`config.mk`:
```
export PLATFORM = sky130hd
export DESIGN_NAME = alu_seq_16bit
export DESIGN_NICKNAME = d
export VERILOG_FILES = /design/src/rtl/alu_seq_16bit_pkg.sv /design/src/rtl/alu_seq_16bit_gates.sv /design/src/rtl/alu_seq_16bit_shift.sv /design/src/rtl/alu_seq_16bit.sv
export SDC_FILE = /design/constraint.sdc
export NUM_CORES = 1
export LEC_CHECK = 0
export ABC_AREA = 1
export BUFFER_PORTS_ARGS = -buffer_cell sky130_fd_sc_hd__buf_2
export CORE_MARGIN = 10
export CORE_UTILIZATION = 53
export CTS_BUF_LIST = sky130_fd_sc_hd__clkbuf_8
export DETAILED_ROUTE_END_ITERATION = 8
export GPL_TIMING_DRIVEN = 0
export PLACE_DENSITY_LB_ADDON = 0.12
export SETUP_SLACK_MARGIN = 0.02
export SKIP_CTS_REPAIR_TIMING = 1
export SLEW_MARGIN = 30
export SYNTH_ARGS = -nofsm -noshare
export SYNTH_HDL_FRONTEND = slang
export SYNTH_HIERARCHICAL = 1
export SYNTH_SLANG_ARGS = --single-unit
```
`constraint.sdc`:
```
create_clock -name clk -period 1.6 [get_ports clk]
set_input_delay 0.32 -clock clk [delete_from_list [all_inputs] [get_ports clk]]
set_output_delay 0.32 -clock clk [all_outputs]
set_load 0.02 [all_outputs]
```
`src/rtl/alu_seq_16bit_pkg.sv`:
```
// rtl/alu_seq_16bit_pkg.sv - opcodes, FSM states and shift modes for the sequential ALU
package alu_seq_16bit_pkg;

  localparam int ALU_WIDTH   = 16;
  localparam int ALU_SHAMT_W = 4;

  typedef enum logic [2:0] {
    OP_AND  = 3'b000,
    OP_OR   = 3'b001,
    OP_XOR  = 3'b010,
    OP_BSEL = 3'b011,
    OP_SHL  = 3'b100,
    OP_SHR  = 3'b101,
    OP_ROL  = 3'b110,
    OP_ILL  = 3'b111
  } op_e;

  typedef enum logic [1:0] {
    ST_IDLE  = 2'd0,
    ST_SHIFT = 2'd1,
    ST_DONE  = 2'd2
  } state_e;

  typedef enum logic [1:0] {
    SM_SHL  = 2'd0,
    SM_SHR  = 2'd1,
    SM_ROL  = 2'd2,
    SM_PASS = 2'd3
  } shift_mode_e;

  // Ops 100..110 are the iterative ones; everything else completes in one cycle.
  function automatic logic is_shift_op(input logic [2:0] op);
    return (op == OP_SHL) || (op == OP_SHR) || (op == OP_ROL);
  endfunction

  function automatic shift_mode_e shift_mode_of(input logic [2:0] op);
    case (op)
      OP_SHL:  return SM_SHL;
      OP_SHR:  return SM_SHR;
      OP_ROL:  return SM_ROL;
      default: return SM_PASS;
    endcase
  endfunction

endpackage

```
`src/rtl/alu_seq_16bit_gates.sv`:
```
// rtl/alu_seq_16bit_gates.sv - 16-bit gate library (AND/OR/XOR and 16:1 bit mux)
module AND_16bit (
  input  logic [15:0] a,
  input  logic [15:0] b,
  output logic [15:0] out
);
  assign out = a & b;
endmodule

module OR_16bit (
  input  logic [15:0] a,
  input  logic [15:0] b,
  output logic [15:0] out
);
  assign out = a | b;
endmodule

module XOR_16bit (
  input  logic [15:0] a,
  input  logic [15:0] b,
  output logic [15:0] out
);
  assign out = a ^ b;
endmodule

// Selects one bit of nums by the 4-bit index op.
module MUX_16bit (
  input  logic [15:0] nums,
  input  logic [3:0]  op,
  output logic        out
);
  assign out = nums[op];
endmodule

```
`src/rtl/alu_seq_16bit_shift.sv`:
```
// rtl/alu_seq_16bit_shift.sv - combinational one-bit shift/rotate step
module shift_step_16bit
  import alu_seq_16bit_pkg::*;
(
  input  logic [15:0] din,
  input  logic [1:0]  mode,
  output logic [15:0] dout
);

  // One step per call; the FSM iterates this block b[3:0] times.
  always_comb begin
    dout = din;
    case (mode)
      SM_SHL:  dout = {din[14:0], 1'b0};
      SM_SHR:  dout = {1'b0, din[15:1]};
      SM_ROL:  dout = {din[14:0], din[15]};
      default: dout = din;
    endcase
  end

endmodule

```
`src/rtl/alu_seq_16bit.sv`:
```
// rtl/alu_seq_16bit.sv - sequential 16-bit ALU stage with iterative shifter and handshakes
module alu_seq_16bit
  import alu_seq_16bit_pkg::*;
#(
  parameter int WIDTH   = 16,
  parameter int SHAMT_W = 4
) (
  input  logic               clk,
  input  logic               rst,
  input  logic               in_valid,
  output logic               in_ready,
  input  logic [2:0]         op,
  input  logic [WIDTH-1:0]   a,
  input  logic [WIDTH-1:0]   b,
  output logic               out_valid,
  input  logic               out_ready,
  output logic [WIDTH-1:0]   result,
  output logic               zero,
  output logic               err
);

  generate
    if (WIDTH != 16 || SHAMT_W != 4) begin : g_bad_width
      $error("alu_seq_16bit supports only WIDTH=16, SHAMT_W=4");
    end
  endgenerate

  state_e             state_q, state_d;
  logic [WIDTH-1:0]   work_q, work_d;
  logic [SHAMT_W-1:0] cnt_q, cnt_d;
  shift_mode_e        mode_q, mode_d;
  logic [WIDTH-1:0]   result_q, result_d;
  logic               zero_q, zero_d;
  logic               err_q, err_d;

  logic [WIDTH-1:0]   and_w, or_w, xor_w, step_w, logic_res;
  logic               bsel_w;

  // Single-cycle operations come straight from the gate library on the live inputs;
  // they are only consumed on the accept edge.
  AND_16bit u_and (.a(a), .b(b), .out(and_w));
  OR_16bit  u_or  (.a(a), .b(b), .out(or_w));
  XOR_16bit u_xor (.a(a), .b(b), .out(xor_w));
  MUX_16bit u_mux (.nums(a), .op(b[SHAMT_W-1:0]), .out(bsel_w));

  shift_step_16bit u_step (.din(work_q), .mode(mode_q), .dout(step_w));

  // Result of the non-iterative opcodes; illegal opcode yields zero.
  always_comb begin
    logic_res = '0;
    case (op_e'(op))
      OP_AND:  logic_res = and_w;
      OP_OR:   logic_res = or_w;
      OP_XOR:  logic_res = xor_w;
      OP_BSEL: logic_res = {{(WIDTH-1){1'b0}}, bsel_w};
      default: logic_res = '0;
    endcase
  end

  // Next-state logic: accept in IDLE, iterate in SHIFT, hold until handshake in DONE.
  always_comb begin
    state_d  = state_q;
    work_d   = work_q;
    cnt_d    = cnt_q;
    mode_d   = mode_q;
    result_d = result_q;
    zero_d   = zero_q;
    err_d    = err_q;
    case (state_q)
      ST_IDLE: begin
        if (in_valid) begin
          err_d = (op == OP_ILL);
          if (is_shift_op(op)) begin
            work_d = a;
            cnt_d  = b[SHAMT_W-1:0];
            mode_d = shift_mode_of(op);
            if (b[SHAMT_W-1:0] == '0) begin
              result_d = a;
              zero_d   = (a == '0);
              state_d  = ST_DONE;
            end else begin
              state_d  = ST_SHIFT;
            end
          end else begin
            result_d = logic_res;
            zero_d   = (logic_res == '0);
            state_d  = ST_DONE;
          end
        end
      end
      ST_SHIFT: begin
        work_d = step_w;
        cnt_d  = cnt_q - SHAMT_W'(1);
        // Last step: the value leaving the shifter is the final result.
        if (cnt_q == SHAMT_W'(1)) begin
          result_d = step_w;
          zero_d   = (step_w == '0);
          state_d  = ST_DONE;
        end
      end
      ST_DONE: begin
        if (out_ready) begin
          state_d = ST_IDLE;
        end
      end
      default: state_d = ST_IDLE;
    endcase
  end

  // State and datapath registers; reset discards any in-flight or pending result.
  always_ff @(posedge clk) begin
    if (rst) begin
      state_q  <= ST_IDLE;
      work_q   <= '0;
      cnt_q    <= '0;
      mode_q   <= SM_PASS;
      result_q <= '0;
      zero_q   <= 1'b0;
      err_q    <= 1'b0;
    end else begin
      state_q  <= state_d;
      work_q   <= work_d;
      cnt_q    <= cnt_d;
      mode_q   <= mode_d;
      result_q <= result_d;
      zero_q   <= zero_d;
      err_q    <= err_d;
    end
  end

  assign in_ready  = (state_q == ST_IDLE) && !rst;
  assign out_valid = (state_q == ST_DONE);
  assign result    = result_q;
  assign zero      = zero_q;
  assign err       = err_q;

endmodule

```
Yosys cells after proc, flatten, opt, wreduce, memory -nomap -nowiden --
Index checks and enable logic that the tools add are counted.
Storage, ports and cells: register bits after elaboration 42, output and inout bits 20, word-level logic and storage cells 73
Operators by class: add/subtract/negate cells 1, order comparisons 1, eq/ne operators 17, muxes and demuxes 27, bitwise operators 3, reductions and logical operators 17
Operators with widths (number):
- $mux 16 | 6
- $pmux 16 s2 | 2
- $pmux 16 s4 | 1
- $logic_not 16->1 | 3
- $pmux 16 s3 | 1
- $and 16x16->16 | 1
- $or 16x16->16 | 1
- $xor 16x16->16 | 1
- $eq 3x3->1 const B | 4
- $pmux 2 s3 | 2
- $mux 2 | 5
- $reduce_and 3->1 | 3
- $mux 4 | 2
- $pmux 4 s2 | 1
- $eq 3x2->1 const B | 2
- $ne 2x2->1 const B | 3
- $lt 4x5->1 const B | 1
- $mux 1 | 5
- $bmux 1 s4 | 1
- $eq 2x1->1 const B | 2
- $eq 2x2->1 const B | 2
- $eq 4x1->1 const B | 1
- $logic_not 2->1 | 2
- $logic_not 4->1 | 1
- other kinds (12) | 13

Depth between registers and ports, before layout --
Gate-level depths: netlist of run 1.
depth after elaboration 7, gate-level depth with buffers 17, depth with buffers taken out 16

By module --
The synthesis of run 1 kept the hierarchy.
Modules (own cells, without submodules):
- alu_seq_16bit | instances 1, cells an instance 385, area each 2613.8 um2, sequential area each 840.8 um2
- shift_step_16bit | instances 1, cells an instance 72, area each 365.4 um2, sequential area each 0.0 um2
- XOR_16bit | instances 1, cells an instance 80, area each 300.3 um2, sequential area each 0.0 um2
- MUX_16bit | instances 1, cells an instance 50, area each 230.2 um2, sequential area each 0.0 um2
- OR_16bit | instances 1, cells an instance 48, area each 180.2 um2, sequential area each 0.0 um2
- AND_16bit | instances 1, cells an instance 32, area each 120.1 um2, sequential area each 0.0 um2

Least setup slack after synthesis of run 1 --
No wires, ideal clock.
path kind in2reg, start point in b[0], end point reg zero_q, in the netlist zero, arrival time 1.367 ns, path slack 0.163 ns, stages on the path 16, buffers on the path 1, cells stage by stage buf_6 > inv_8 > nand2_2 > nand3_1 > nand3_1 > nand3_1 > nand2_1 > nand3_1 > nand2_1 > nor2_1 > nand3_1 > nor2_1 > nand2_1 > nand2_1 > nand2_1 > a21oi_1
On the way: word-level cells in the longest chain between the ends 7, elaborated cells on any way between the ends 13
Ends and longest elaborated chain:
- from (decl) | RTL line alu_seq_16bit.sv:14 | input logic [WIDTH-1:0] b,
- $bmux 1 s4 | RTL line alu_seq_16bit_gates.sv:32 | assign out = nums[op];
- $mux 1 (implied by the code) | RTL line alu_seq_16bit_gates.sv:32
- net bsel_w | RTL line alu_seq_16bit.sv:37 | logic bsel_w;
- $pmux 16 s4 | RTL line alu_seq_16bit.sv:51 | case (op_e'(op))
- $logic_not 16->1 | RTL line alu_seq_16bit.sv:86 | zero_d = (logic_res == '0);
- $mux 1 | RTL line alu_seq_16bit.sv:73 | if (is_shift_op(op)) begin
- $mux 1 | RTL line alu_seq_16bit.sv:71 | if (in_valid) begin
- $pmux 1 s2 | RTL line alu_seq_16bit.sv:69 | case (state_q)
- to (signal assigned) | RTL line alu_seq_16bit.sv:126 | zero_q <= zero_d;
- to (decl) | RTL line alu_seq_16bit.sv:33 | logic zero_q, zero_d;
The timed path passes the listed nets, and every way through them passes these cells. The select of a mux whose other input is x is not followed. A chain may end at the register's enable or synchronous reset.

Final worst setup path of run 1 --
Ends and elaborated chain as after synthesis.

==> metrics.md, run 1 <==
| Metric | Value |
|---|---|
| Worst Skew | 0.0114 ns |
| Fin crit period | 1.61 ns |
| Yosys cell types | 39 |
| PortBufs | 57 |
| Nets | around 790 |
| Largest delay share family, worst path | simple AND/OR/NAND/NOR gates |
| Failing checks | setup timing |
| Total gr overflow | 0 |
| Gr usage total | 22.4% |
| Peak supply drop | 882 µV |
| Crit start category | input port |
| H-tree depth | 2 |
| Initial antenna violation count | 0 |
| Post-synthesis register bit count | 42 |
| Critical Path RT | 1.85 ns |
| FP Rows | 30 |
| Core area | ~6900 µm² |
| Max Fanout on Critical Path | 8 |
| WHS | 0.270 ns |
| Top cell by count, worst path | nand3_1 |
| First-pass detailed-route iteration total | 5 |
| DRC viols | 0 |
| CTS tree | done |
| Cell count after synthesis | 667 |
| Synth async-reset ratio | 0% |
| Critical path type | input port to flip-flop |
| TritonCTS buffer count | 5 |
| CTS Buffer Depth | 2 |
| Top_reg_cell synth | dfxtp_1 |
| Fill count | 699 |
| Ant. Diodes | 0 |
| Pleak | 2.47 nW |
| Setup TNS | -0.00726 ns |
| PD cells | 917 nW/µm² |
| Routed Antenna Nets | 0 |
| Number of flops mapped to enable cells by yosys | 0 |
| Slowest cell on crit path | nor2_1 |
| Pin slew with the least headroom to its limit | between 0.5 and 0.6 ns |
| Clk Latency, worst-skew pair | approximately 0.32 ns |
| Drt wl/cell | 15.8 µm |
| Sink Count | 42 |
| Wirelength, routed | 13300 µm |
| Commonest cells after routing, fill and taps aside | 187 x nand2_1, 113 x inv_1, 112 x nand3_1 |
| Footprint of the multi-input gates | 2320 µm² |
| WP data arrival | 1.86 ns |
| Net Count, Synth | 708 |
| PnR Total Power | 0.00423 W |
| Die H | around 100 µm |
| DP HPWL | 10000 µm |
| Worst Slack Setup Final | -0.00726 ns |
| Final hold viol count | 0 |
| Number of setup violations in the final report | 1 |
| Sequential cell area fraction in the yosys report | 22.1% |
| Die X | between 100 and 150 µm |
| Most common cell after layout, fill and taps aside | nand2_1 |
| First-pass GRT wire length | 20600 µm |
| Status | complete, but fails checks |
| Fmax | 622 MHz |
| Slew margin rel. | 63.4% |
| Seq. cell area | 853 µm² |
| CP Cell Sequence | buf_12, buf_8, clkinv_8, nand2_2, nand3_1, nand3_1, nand3_1, nand2_1, nand3_1, nand2_1, nor2_1, nand3_1, nor2_1, nand2_1, nand2_2, nand2_2, a21oi_2 |
| CTS clk-pin slew, worst paths | 0.08 ns |
| Initial DRC count | roughly 510 |
| Post-DR vias/cell | 5.58 |
| Yosys synthesis warning count | 6 |
| GPL Wtd Cong | 0.975 |
| Buf/Inv on CP | 3 |
| I/O pins | 59 |
| Die Area | 11000 µm² |
| Vias in the first global route | 4087 |
| Synth Area per Inst | 5.71 µm² |
| Starting Density | 55.2% |
| Fin crit share | 100% |
| Layout cell share with drive strength beyond 1 | 21.9% |
| Synth Cell Area | 3810 µm² |
| Max-slew violation count | 0 |
| Vias post-DR | 4713 |
| Largest net degree at the start of global routing | 16 |
| CP peak stage delay | 0.16 ns |
| Max-Cap Viols | 0 |
| Class of the worst hold path | input port to flip-flop |
| Root Buffer | clkbuf_8 |
| Syn-to-layout area delta | 20.9% |
| Crit end category | flip-flop |
| RSZ-0062 raised after global routing | true |
final timing paths:
| kind | startpoint | cells after the start | to | slack [ns] |
|---|---|---|---|---|
| min reg2reg | result[11]$_SDFFE_PP0P_ | 2 | result[11]$_SDFFE_PP0P_ | 0.47 |
| min | rst | 2 | work_q[14]$_SDFFE_PP0P_ | 0.27 |
| max | b[0] | 17 | zero$_SDFFE_PP0P_ | -0.007 |
| max reg2reg | mode_q[1]$_SDFFE_PP1P_ | 9 | zero$_SDFFE_PP0P_ | 0 |
per-stage QoR:
stage | area, µm² | worst slack [ns] | instances | util [%]
detailed placement | 4220 | -0.322 | 820 | 61.0
global placement | 4220 | -0.279 | 820 | 61.0
CTS | 4310 | -0.174 | 828 | 62.4
floorplan | 3810 | 0.163 | 667 | -
global route | 4610 | -0.139 | 844 | 66.7
finish | 4610 | -0.00726 | 844 | 66.7
area by class of cell:
cell class | instances | area share, %
repair buffers | 73 | 9.83
clock inverters | 3 | 0.543
well taps | 96 | 2.61
plain buffers | 30 | 5.92
clock buffers | 5 | 1.49
flip-flops and latches | 42 | 18.5
inverters | 126 | 10.7
multi-input cells | 469 | 50.4
per-layer routing:
layer | GRT usage, % | part of all wire, % | vias up
met4 | 6.76 | 2.0 | 0
met3 | 5.22 | 11 | 35
met5 | 0 | 0 | -
met1 | 30.7 | 42 | 2127
met2 | 34.0 | 45 | 258
li1 | - | - | 2293
kinds of logic after synthesis:
kind of cell | after synthesis | share of synthesized area (%)
simple gates | 375 | 43.7
fa+ha+maj | 2 | 0.657
flops | 42 | 22.1
xor+xnor | 1 | 0.230
compound gates | 91 | 14.2
buf+inv | 156 | 19.2
synthesized netlist by cell type, types with 7 or more instances:
cell,instances,area share (%)
a21oi_1,18,2.4
a31oi_1,20,3.3
buf_4,9,1.8
buf_6,11,3.3
dfxtp_1,42,22
inv_1,114,11
inv_2,9,0.89
nand2_1,190,19
nand2_2,8,1.3
nand3_1,114,15
nor2_1,39,3.8
nor4_1,7,1.1
o21ai_0,33,4.3
report_power, final:
part	internal, W	total (W)	switching [W]	leakage (nW)
Clock	0.000315	0.000750	0.000435	0.0447
Sequential	0.00124	0.00141	0.000162	0.346
Combinational	0.000774	0.00207	0.00129	2.08
Total	0.00233	0.00423	0.00189	2.47
registers in the layout (all words and copies together) (netlist names):
register	flops
work_q	16
cnt_q	4
mode_q	2
state_q	2
zero	1
result	16
err	1
Note: power is estimated with default switching activity, not from simulation.
==> run 2, diff against run 1 <==
Settings changed: BUFFER_PORTS_ARGS -buffer_cell sky130_fd_sc_hd__buf_2 to -buffer_cell sky130_fd_sc_hd__clkbuf_2.
Clock period 1.6 ns to 1.8 ns, I/O delays scaled along.
==> run 2 against run 1 <==
The run now ends clean. Die area unchanged. Register-to-register slack improved by 0.10 ns. Via count decreased by 2.6%. Cell count decreased by 1.9%. Sequential cell count unchanged. Sequential share of layout area increased by 0.93 points. Hold slack improved by 0.070 ns. Largest power group unchanged. Critical path type is now flip-flop to flip-flop.
==> metrics.md, run 2 (same netlist as run 1, synthesis figures left out) <==
| Metric | Value |
|---|---|
| Status | complete, no violations |
| Max Fanout on Critical Path | 10 |
| Vias post-DR | 4592 |
| Crit start category | flip-flop |
| Class of the worst hold path | input port to flip-flop |
| Pin slew with the least headroom to its limit | 0.545 ns |
| Worst Hold End | cnt_q[2]$_SDFFE_PP0P_ |
| Drt wl/cell | 15.1 µm |
| Gr usage total | between 20% and 30% |
| Routed Antenna Nets | 0 |
| DRC viols | 0 |
| CTS tree | done |
| Layout cell share with drive strength beyond 1 | between 10% and 20% |
| CP peak stage delay | roughly 0.36 ns |
| Reg-to-reg slack, setup | 0.10 ns |
| Post-route non-filler standard cell count | 828 |
| Most common cell after layout, fill and taps aside | nand2_1 |
| RR Startpoint | mode_q[1]$_SDFFE_PP1P_ |
| First-pass GRT wire length | 20200 µm |
| Setup WS pre-CTS | -0.132 ns |
| Die X | 105 µm |
| TritonCTS buffer count | 5 |
| Fill count | around 740 |
| Die Area | 11000 µm² |
| I/O pins | 59 |
| Largest net degree at the start of global routing | 16 |
| Critical R2R Capture | zero$_SDFFE_PP0P_ |
| Root Buffer | clkbuf_8 |
| CP Cell Sequence | buf_6, inv_4, buf_6, nand3_1, nand3_1, nor4_2, and3_1, a31oi_1, a21oi_1 |
| Max-Cap Viols | 0 |
| PnR Total Power | about 0.0035 W |
| Total gr overflow | 0 |
| H-tree depth | 2 |
| Max-slew violation count | 0 |
| Critical Path RT | 2.04 ns |
| Wirelength, routed | 12500 µm |
| WP data arrival | 1.94 ns |
| Initial antenna violation count | 0 |
| Worst Slack Setup Final | 0.103 ns |
| Post-DR vias/cell | 5.55 |
| RSZ-0062 raised after global routing | false |
| PD cells | ~810 nW/µm² |
| R2R depth | 9 |
| Worst Skew | 0.00822 ns |
| CTS Buffer Depth | 2 |
| Die H | 105 µm |
| Commonest cells after routing, fill and taps aside | 190 x nand2_1, 114 x inv_1, 114 x nand3_1 |
| Vias in the first global route | 4066 |
| DP HPWL | 9890 µm |
| Fin crit share | 94.3% |
| Syn-to-layout area delta | 13.8% |
| Fin crit period | around 1.7 ns |
| Nets | 772 |
| Hold Path Origin | rst |
| Hold depth | 2 |
| FP Rows | 30 |
| Sink Count | 42 |
| Initial DRC count | between 400 and 500 |
| Core area | 6910 µm² |
| Slew margin rel. | between 60% and 70% |
| Placed Cells | ~800 |
| Pleak | 2.35 nW |
| CTS clk-pin slew, worst paths | 0.09 ns |
| Starting Density | a little under three fifths |
| GPL Wtd Cong | 0.972 |
| Crit end category | flip-flop |
| Critical path type | flip-flop to flip-flop |
| Clk Latency, worst-skew pair | around 0.31 ns |
| First-pass detailed-route iteration total | 6 |
| Ant. Diodes | 0 |
| Peak supply drop | 802 µV |
| Final hold viol count | 0 |
| Fmax | 589 MHz |
| Slowest cell on crit path | dfxtp_1 |
| Number of setup violations in the final report | 0 |
| PortBufs | 57 |
==> run 2: metrics by stage <==
step / cell area, µm² / TNS, ns / utilization, % / hold WS, ns
finish: 4340 / 0 / 62.8 / 0.340
global route: 4340 / 0 / 62.8 / 0.340
CTS: 4310 / -0.0378 / 62.4 / 0.331
detailed placement: 4220 / -0.208 / 61.0 / 0.456
global placement: 4220 / -0.139 / 61.0 / 0.454
floorplan: 3810 / 0 / - / 0.429
==> run 2: worst max-delay path, delay by kind of cell (launching register included) <==
kind	cells	cell delay [ns]
flops	1	0.36
compound gates	2	0.24
simple gates	4	0.69
buf+inv	3	0.34
==> run 2: worst max path at each step <==
stage	start	to	slack (ns)	depth (start not counted)
2_1_floorplan	b[0]	zero$_SDFFE_PP0P_	0.32	16
3_3_place_gp	b[0]	zero$_SDFFE_PP0P_	-0.13	18
3_5_place_dp	b[0]	zero$_SDFFE_PP0P_	-0.13	18
4_1_cts	mode_q[0]$_SDFFE_PP1P_	zero$_SDFFE_PP0P_	-0.04	8
5_1_grt	mode_q[1]$_SDFFE_PP1P_	zero$_SDFFE_PP0P_	0.02	9
6_report	mode_q[1]$_SDFFE_PP1P_	zero$_SDFFE_PP0P_	0.10	9
==> run 2: layout make-up <==
cell class              instances  area, µm²  area share (%)
plain buffers                  30        254            5.86
clock buffers                   5       68.8            1.59
clock inverters                 3       25.0           0.577
inverters                     126        485            11.2
multi-input cells             469       2250            51.9
flip-flops and latches         42        843            19.5
well taps                      96        120            2.77
repair buffers                 57        288            6.64
==> run 2: report_power, final <==
| group | internal (W) | switching (W) |
|---|---|---|
| Combinational | 0.000554 | 0.00107 |
| Sequential | 0.00110 | 0.000142 |
| Clock | 0.000280 | 0.000375 |
| Total | 0.00194 | 0.00159 |
==> run 2: routing by layer <==
metal	track usage [%]	share of wire, %
met5	0	0
met2	34.3	44
met4	6.18	2.3
met3	3.81	9.8
met1	29.3	44
